## config.mk

```make
export PLATFORM = sky130hd
export DESIGN_NAME = disp_hold_queue
export DESIGN_NICKNAME = d
export VERILOG_FILES = /design/src/rtl/disp_hold_queue_pkg.sv /design/src/rtl/disp_hold_queue_sync_fifo.sv /design/src/rtl/disp_hold_queue.sv
export SDC_FILE = /design/constraint.sdc
export NUM_CORES = 1
export LEC_CHECK = 0
export BUFFER_PORTS_ARGS = -buffer_cell sky130_fd_sc_hd__buf_2
export CAP_MARGIN = 20
export CORE_ASPECT_RATIO = 2
export CORE_MARGIN = 2
export CORE_UTILIZATION = 40
export CTS_BUF_LIST = sky130_fd_sc_hd__clkbuf_2
export DETAILED_ROUTE_END_ITERATION = 12
export GPL_TIMING_DRIVEN = 0
export MAX_ROUTING_LAYER = met4
export PLACE_DENSITY = 0.54
export SYNTH_ARGS = -nofsm -noshare
export SYNTH_HDL_FRONTEND = slang
export SYNTH_SLANG_ARGS = --single-unit
```

## constraint.sdc

```tcl
create_clock -name clk -period 6.9 [get_ports clk]
set_clock_uncertainty 0.2 [all_clocks]
set_input_delay 1.38 -clock clk [delete_from_list [all_inputs] [get_ports clk]]
set_output_delay 1.38 -clock clk [all_outputs]
set_load 0.01 [all_outputs]
```

## src/rtl/disp_hold_queue_pkg.sv

```systemverilog
// Shared defaults and FSM encoding for the display hold queue.
package disp_hold_queue_pkg;
  localparam int DEF_DEPTH     = 4;
  localparam int DEF_DWELL     = 50_000_000;
  localparam int DEF_TURBO_DIV = 4;

  typedef enum logic {IDLE = 1'b0, SHOW = 1'b1} state_t;
endpackage

```

## src/rtl/disp_hold_queue_sync_fifo.sv

```systemverilog
// Small synchronous FIFO with wrapping pointers and an occupancy count.
module sync_fifo #(
  parameter int DATA_W = 8,
  parameter int DEPTH  = 4
) (
  input  logic                    clk,
  input  logic                    rst,
  input  logic                    push,
  input  logic                    pop,
  input  logic [DATA_W-1:0]       wdata,
  output logic [DATA_W-1:0]       rdata,
  output logic                    full,
  output logic                    empty,
  output logic [$clog2(DEPTH):0]  count
);
  localparam int AW = $clog2(DEPTH);

  logic [DATA_W-1:0] mem [DEPTH];
  logic [AW-1:0]     wr_ptr, rd_ptr;
  logic              do_push, do_pop;

  assign full    = count == (AW+1)'(DEPTH);
  assign empty   = count == '0;
  assign do_push = push & ~full;
  assign do_pop  = pop & ~empty;
  assign rdata   = mem[rd_ptr];

  // Storage is not reset: pointer reset alone discards old contents.
  always_ff @(posedge clk)
    if (do_push) mem[wr_ptr] <= wdata;

  always_ff @(posedge clk or posedge rst) begin
    if (rst) begin
      wr_ptr <= '0;
      rd_ptr <= '0;
      count  <= '0;
    end else begin
      if (do_push) wr_ptr <= wr_ptr + AW'(1);
      if (do_pop)  rd_ptr <= rd_ptr + AW'(1);
      case ({do_push, do_pop})
        2'b10:   count <= count + (AW+1)'(1);
        2'b01:   count <= count - (AW+1)'(1);
        default: count <= count;
      endcase
    end
  end
endmodule

```

## src/rtl/disp_hold_queue.sv

```systemverilog
// Buffers 8-bit values and shows each on data_out for a fixed dwell time,
// shortened in turbo mode; feeds disp_hex.
module disp_hold_queue
  import disp_hold_queue_pkg::*;
#(
  parameter int DEPTH        = DEF_DEPTH,
  parameter int DWELL_CYCLES = DEF_DWELL,
  parameter int TURBO_DIV    = DEF_TURBO_DIV
) (
  input  logic                   clk,
  input  logic                   rst,
  input  logic [7:0]             in_data,
  input  logic                   in_valid,
  output logic                   in_ready,
  input  logic                   turbo_mode,
  output logic [7:0]             data_out,
  output logic                   turbo_out,
  output logic                   busy,
  output logic [$clog2(DEPTH):0] count
);
  localparam int CW = $clog2(DWELL_CYCLES);
  localparam logic [CW-1:0] NORM_LD  = CW'(DWELL_CYCLES - 1);
  localparam logic [CW-1:0] TURBO_LD = CW'(DWELL_CYCLES / TURBO_DIV - 1);

  state_t        state;
  logic [CW-1:0] dwell;
  logic [CW-1:0] load;
  logic [7:0]    head;
  logic          full, empty, pop;

  sync_fifo #(.DATA_W(8), .DEPTH(DEPTH)) u_fifo (
    .clk   (clk),
    .rst   (rst),
    .push  (in_valid),
    .pop   (pop),
    .wdata (in_data),
    .rdata (head),
    .full  (full),
    .empty (empty),
    .count (count)
  );

  assign in_ready = ~full;
  assign load     = turbo_mode ? TURBO_LD : NORM_LD;
  // A pop happens on leaving IDLE or at dwell expiry, never mid-dwell.
  assign pop      = ~empty && (state == IDLE || dwell == '0);

  always_ff @(posedge clk or posedge rst) begin
    if (rst) begin
      state     <= IDLE;
      dwell     <= '0;
      data_out  <= '0;
      busy      <= 1'b0;
      turbo_out <= 1'b0;
    end else begin
      turbo_out <= turbo_mode;
      case (state)
        IDLE: if (pop) begin
          data_out <= head;
          dwell    <= load;
          busy     <= 1'b1;
          state    <= SHOW;
        end
        SHOW: begin
          if (dwell == '0) begin
            if (pop) begin
              data_out <= head;
              dwell    <= load;
            end else begin
              busy  <= 1'b0;
              state <= IDLE;
            end
          end else if (turbo_mode && dwell > TURBO_LD) begin
            dwell <= TURBO_LD;
          end else begin
            dwell <= dwell - CW'(1);
          end
        end
        default: state <= IDLE;
      endcase
    end
  end
endmodule

```

* Yosys cells after proc, flatten, opt, wreduce, memory -nomap -nowiden
Memory sizes are Yosys's and may differ from the RTL's.
Cells that the tools add are included.
** Storage, ports and cells
- Output and inout bits :: 14
- Logic and storage cells :: 51
- Register bits after elaboration :: 44
- Bits in writable memories :: 32
- Bits of input ports :: 12
- Memories kept :: 1
** Memories
- u_fifo.mem :: depth 4, width 8, read ports 1, clocked after Yosys merged registers in 0, write ports 1, RTL line disp_hold_queue_sync_fifo.sv:18 : logic [DATA_W-1:0] mem [DEPTH];
** Operators by class
- Add/sub/neg operators :: 5
- Eq/ne operators :: 6
- Bitwise operators :: 5
- Muxes and demuxes :: 18
- Reduce and logical (&&, ||, !) cells :: 7
- Order comparisons :: 1
** Operators by type and width (number)
- $mux 26 :: 4
- $pmux 26 s2 :: 1
- $gt 26x24->1 const B :: 1
- $logic_not 26->1 :: 1
- $sub 26x1->26 const B :: 1
- $mux 8 :: 2
- $pmux 8 s2 :: 1
- $mux 1 :: 7
- $pmux 3 s2 :: 1
- $add 2x1->2 const B :: 2
- $ne 2x1->1 const B :: 2
- $pmux 1 s2 :: 2
- $add 3x1->3 const B :: 1
- $eq 3x3->1 const B :: 1
- $logic_not 3->1 :: 1
- $not 1->1 :: 3
- $reduce_and 3->1 :: 1
- $sub 3x1->3 const B :: 1
- $and 1x1->1 :: 2
- $eq 2x1->1 const B :: 1
- $eq 2x2->1 const B :: 1
- $logic_and 1x1->1 :: 2
- $ne 2x2->1 const B :: 1
- $reduce_bool 2->1 :: 1
- $logic_or 1x1->1 :: 1

* Longest topological paths before layout
- Word-level depth :: 6
- Gate-level depth with buffers :: 12
- Depth with buffers taken out :: 11

* By module
From an unflattened synthesis, not the netlist that was laid out.
** Unflattened totals
- Cell total of the unflattened synthesis :: 287
- Area total of the unflattened synthesis :: 3575.9 sq um
** By module, submodules not included
- disp_hold_queue :: area each 1979.4 sq um, cells an instance 207, times used 1, sequential area each 925.9 sq um
- sync_fifo :: area each 1596.5 sq um, cells an instance 80, times used 1, sequential area each 1136.1 sq um

* Worst setup path before layout
Ideal clock, no wire load.
- Kind :: reg-to-reg
- Start point :: reg dwell[17]
- End point :: reg u_fifo.count[2]
- Path buffers :: 2
- Slack :: 3.824 ns
- Required time :: 6.621 ns
- Arrival time :: 2.797 ns
- Cell stages (with the launch flop) :: 13
- Library setup time :: 0.079 ns
- Period minus slack after synthesis :: 3.076 ns
- Cell sequence :: dfrtp_1 > or4_1 > buf_2 > nor4_4 > a31oi_4 > nor2_1 > buf_4 > ha_1 > inv_1 > fa_1 > xor2_1 > nor2_1 > xor2_1
** Between the ends
- Longest elaborated chain between the ends :: 6
- Elaborated cells on any way between the ends :: 8
- Classes of those cells :: eq/ne (2); mux (1); bitwise (1); reduce/logical (4)
** Ends and longest elaborated chain
- start, declared :: RTL line disp_hold_queue.sv:26 : logic [CW-1:0] dwell;
- start signal, assigned :: RTL line disp_hold_queue.sv:60 : dwell <= load;
- start signal, assigned :: RTL line disp_hold_queue.sv:68 : dwell <= load;
- start signal, assigned :: RTL line disp_hold_queue.sv:76 : dwell <= dwell - CW'(1);
- $logic_not 26->1 * :: RTL line disp_hold_queue.sv:46 : assign pop = ~empty && (state == IDLE || dwell == '0);
- $logic_or 1x1->1 * :: RTL line disp_hold_queue.sv:46
- $logic_and 1x1->1 * :: RTL line disp_hold_queue.sv:46
- $and 1x1->1 * :: RTL line disp_hold_queue_sync_fifo.sv:25 : assign do_pop = pop & ~empty;
- named net u_fifo.do_pop :: RTL line disp_hold_queue_sync_fifo.sv:20 : logic do_push, do_pop;
- $eq 2x1->1 / $eq 2x2->1 (equally long branches) :: RTL line disp_hold_queue_sync_fifo.sv:40 : case ({do_push, do_pop})
- $pmux 3 s2 / $reduce_bool 2->1 (equally long branches)
- end signal, assigned :: RTL line disp_hold_queue_sync_fifo.sv:41 : 2'b10: count <= count + (AW+1)'(1);
- end signal, assigned :: RTL line disp_hold_queue_sync_fifo.sv:42 : 2'b01: count <= count - (AW+1)'(1);
- end signal, assigned :: RTL line disp_hold_queue_sync_fifo.sv:43 : default: count <= count;
- end, declared :: RTL line disp_hold_queue_sync_fifo.sv:14 : output logic [$clog2(DEPTH):0] count
The timed path passes the listed nets; every way through them passes the cells marked *.
A chain may end at the register's enable or synchronous reset.

* Final worst setup path
Same ends and word-level chain as after synthesis.

==> out/qor.txt <==
startpoint type of the worst setup path: register
area of the core: 8890 um^2
Max Freq: 291.4 MHz
clk sinks: 76
commonest non-fill, non-tap cell in the layout: dfrtp_1
Yosys Warn Count: 0
DRT antenna net count: 0
fin nets: 352
cell taking the most area after synthesis: dfrtp_1
reg2reg start: dwell[17]
drt first pass iters: 4
final wirelength: 8159 um
# setup viols final: 0
CTS tree: yes
die area: 9899 um^2
drt initial violations: 137
top cells by area, synth: dfrtp_1 30%, edfxtp_1 26%, mux4_2 5.0%
total negative setup slack: 0 ns
Reg area: 2062 um^2
DR WL/cell: 18.59 um
share of cells above drive strength 1: 0.2292
most frequent cells in the layout: 44 x dfrtp_1, 32 x edfxtp_1, 30 x buf_2
Yosys cell types: 50
run status: completed
worst-margin pin slew: 0.7907 ns
crit path capture type: register
overall power: 1.322 mW
Synth Instances: 294
Worst Setup SP: dwell[17]
CTS hold repair buffers: 0
area used by multi-input combinational logic: 1438 um^2
Seq/Total Area, Yosys: 0.5681
Placement Rows: 49
syn nets: 315
critical path required time: 7.18 ns
Die Wd: 71.36 um
# resized after CTS: 0
Final Non-Filler Cells: 439
vias post-DR: 2537
area grow syn2layout: 11.72%
post-DP HPWL: 6108 um
LEAKAGE: 1.630 nW
total CTS buffers: 9
# port buffers: 25
final hold vios: 0
max-cap viol count: 0
Worst Hold Launch: data_out[1]
CTS max path bufs: 2
largest net degree at the start of global routing: 30
HP Class: reg -> reg
CP max FO: 10
WS Path Type: reg -> reg
area share of the largest cell type after synthesis: 0.3033
total grt overflow: 0
max-slew violation count: 0
maximum VDD drop: 0.0001682 V
fin crit period: 3.432 ns
Mean Syn Cell Area: 12.35 um^2
relative slew slack: 0.4700
die span in y: 138.7 um
RSZ-0062 raised after global routing: no
Clock Root Buffer: clkbuf_2
initial antenna violation count: 1
Initial Utilization: 0.4083
Tot GR Track Use: 0.1833
pwr/cell area: 326.1 nW/um^2
Post-Syn Area: 3630 um^2
Worst-path clk slew: 0.23 ns
Worst Path Arrival: 3.71 ns
Inst Count DP: 422
# DRC: 0
Final Cycle Share: 0.4974
Clock Latency Late Sink: 0.55 ns
Final Core Density: 0.4562
register bit count reported by yosys: 76
vias per cell: 5.779
Setup Fix Bufs, Post-CTS: 0
filler cell count: 827
Ports: 26
CTS HTree Levels: 3
first-pass GRT wire length: 13300 um
vias in the first global route: 2670
Placer Congestion: 0.8557
[cell type report]
type	count	area share
Tap cell	102	0.03147
Multi-Input combinational cell	189	0.3545
Antenna cell	1	0.0006171
Clock inverter	7	0.02592
Inverter	18	0.01666
Clock buffer	9	0.01111
Sequential cell	76	0.5085
Buffer	11	0.01543
Timing Repair Buffer	26	0.03579
[flip-flops by register name (all words and copies together) (netlist names)]
signal,count
u_fifo.rd_ptr,2
u_fifo.wr_ptr,2
u_fifo.count,3
busy,1
u_fifo.mem,32
dwell,26
state,1
turbo_out,1
data_out,8
[where the power goes]
part / internal, mW / total (mW) / switching (mW)
Clock: 0.126 / 0.302 / 0.176
Combinational: 0.154 / 0.408 / 0.254
Sequential: 0.555 / 0.613 / 0.0581
[synth_stat cells (all sizes together)]
cell / instances
xor2: 3
a221o: 1
or3: 9
nor3: 12
nand4: 5
a21oi: 18
or4b: 1
clkbuf: 1
o311a: 1
dfrtp: 44
buf: 10
a21o: 1
and3: 13
ha: 8
a31oi: 7
mux4: 8
nand4b: 2
mux2: 8
o21ai: 17
fa: 1
edfxtp: 32
and4b: 3
nand2: 10
o2bb2ai: 1
a211oi: 2
or2: 3
o41ai: 2
mux2i: 1
inv: 18
xnor2: 3
a211o: 5
a22oi: 1
and2: 2
o21a: 6
o31ai: 4
nand3: 5
nor4: 6
or4: 2
nor2: 17
a41oi: 1
[metrics by stage]
stage               cell area, um^2  hold WS [ns]  setup slack, ns
finish                         4055        0.3374            3.468
detailed placement             3902        0.2941            3.524
CTS                            4053        0.3421            3.474
floorplan                      3630        0.2396            3.824
global route                   4055        0.3601            3.259
global placement               3882        0.2902            3.565
[logic make-up (layout without fill, tap and decap cells)]
group | count (synthesis) | count (layout) | share of synthesized area
simple gates | 90 | 90 | 0.1472
flops | 76 | 76 | 0.5681
compound gates | 67 | 67 | 0.1241
buf+inv | 29 | 71 | 0.03585
mux | 17 | 17 | 0.07722
fa+ha+maj | 9 | 9 | 0.03309
xor+xnor | 6 | 6 | 0.01448
other cells | 0 | 1 | 0
[metal layers]
layer / track usage / share of wire / wire length [um] / up-vias
met5: - / 0 / 0 / -
met4: 0.09136 / 0.024 / 199 / 0
met3: 0.03924 / 0.027 / 222 / 16
met2: 0.3406 / 0.59 / 4834 / 47
met1: 0.1677 / 0.36 / 2904 / 1285
li1: - / - / - / 1189
[path summary, 6_finish.rpt]
check	end	depth (start not counted)	slack, ns
worst max-delay path	u_fifo.count[2]	12	3.47
worst min-delay path	data_out[1]	1	0.34
worst max register to register	u_fifo.count[2]	12	3.47
worst min register to register	data_out[1]	1	0.34
max in group asynchronous	data_out[5]	3	5.44
min in group asynchronous	dwell[8]	2	0.56
[critical path: stages, from the launching register on]
cell,delay [ns]
dfrtp_1,0.49
or4_1,0.53
buf_2,0.18
nor4_4,0.31
a31oi_4,0.19
nor2_1,0.17
buf_4,0.23
ha_1,0.20
inv_1,0.06
fa_1,0.37
xor2_1,0.15
nor2_1,0.11
xor2_1,0.16
Note: power is estimated with default switching activity, not from simulation.
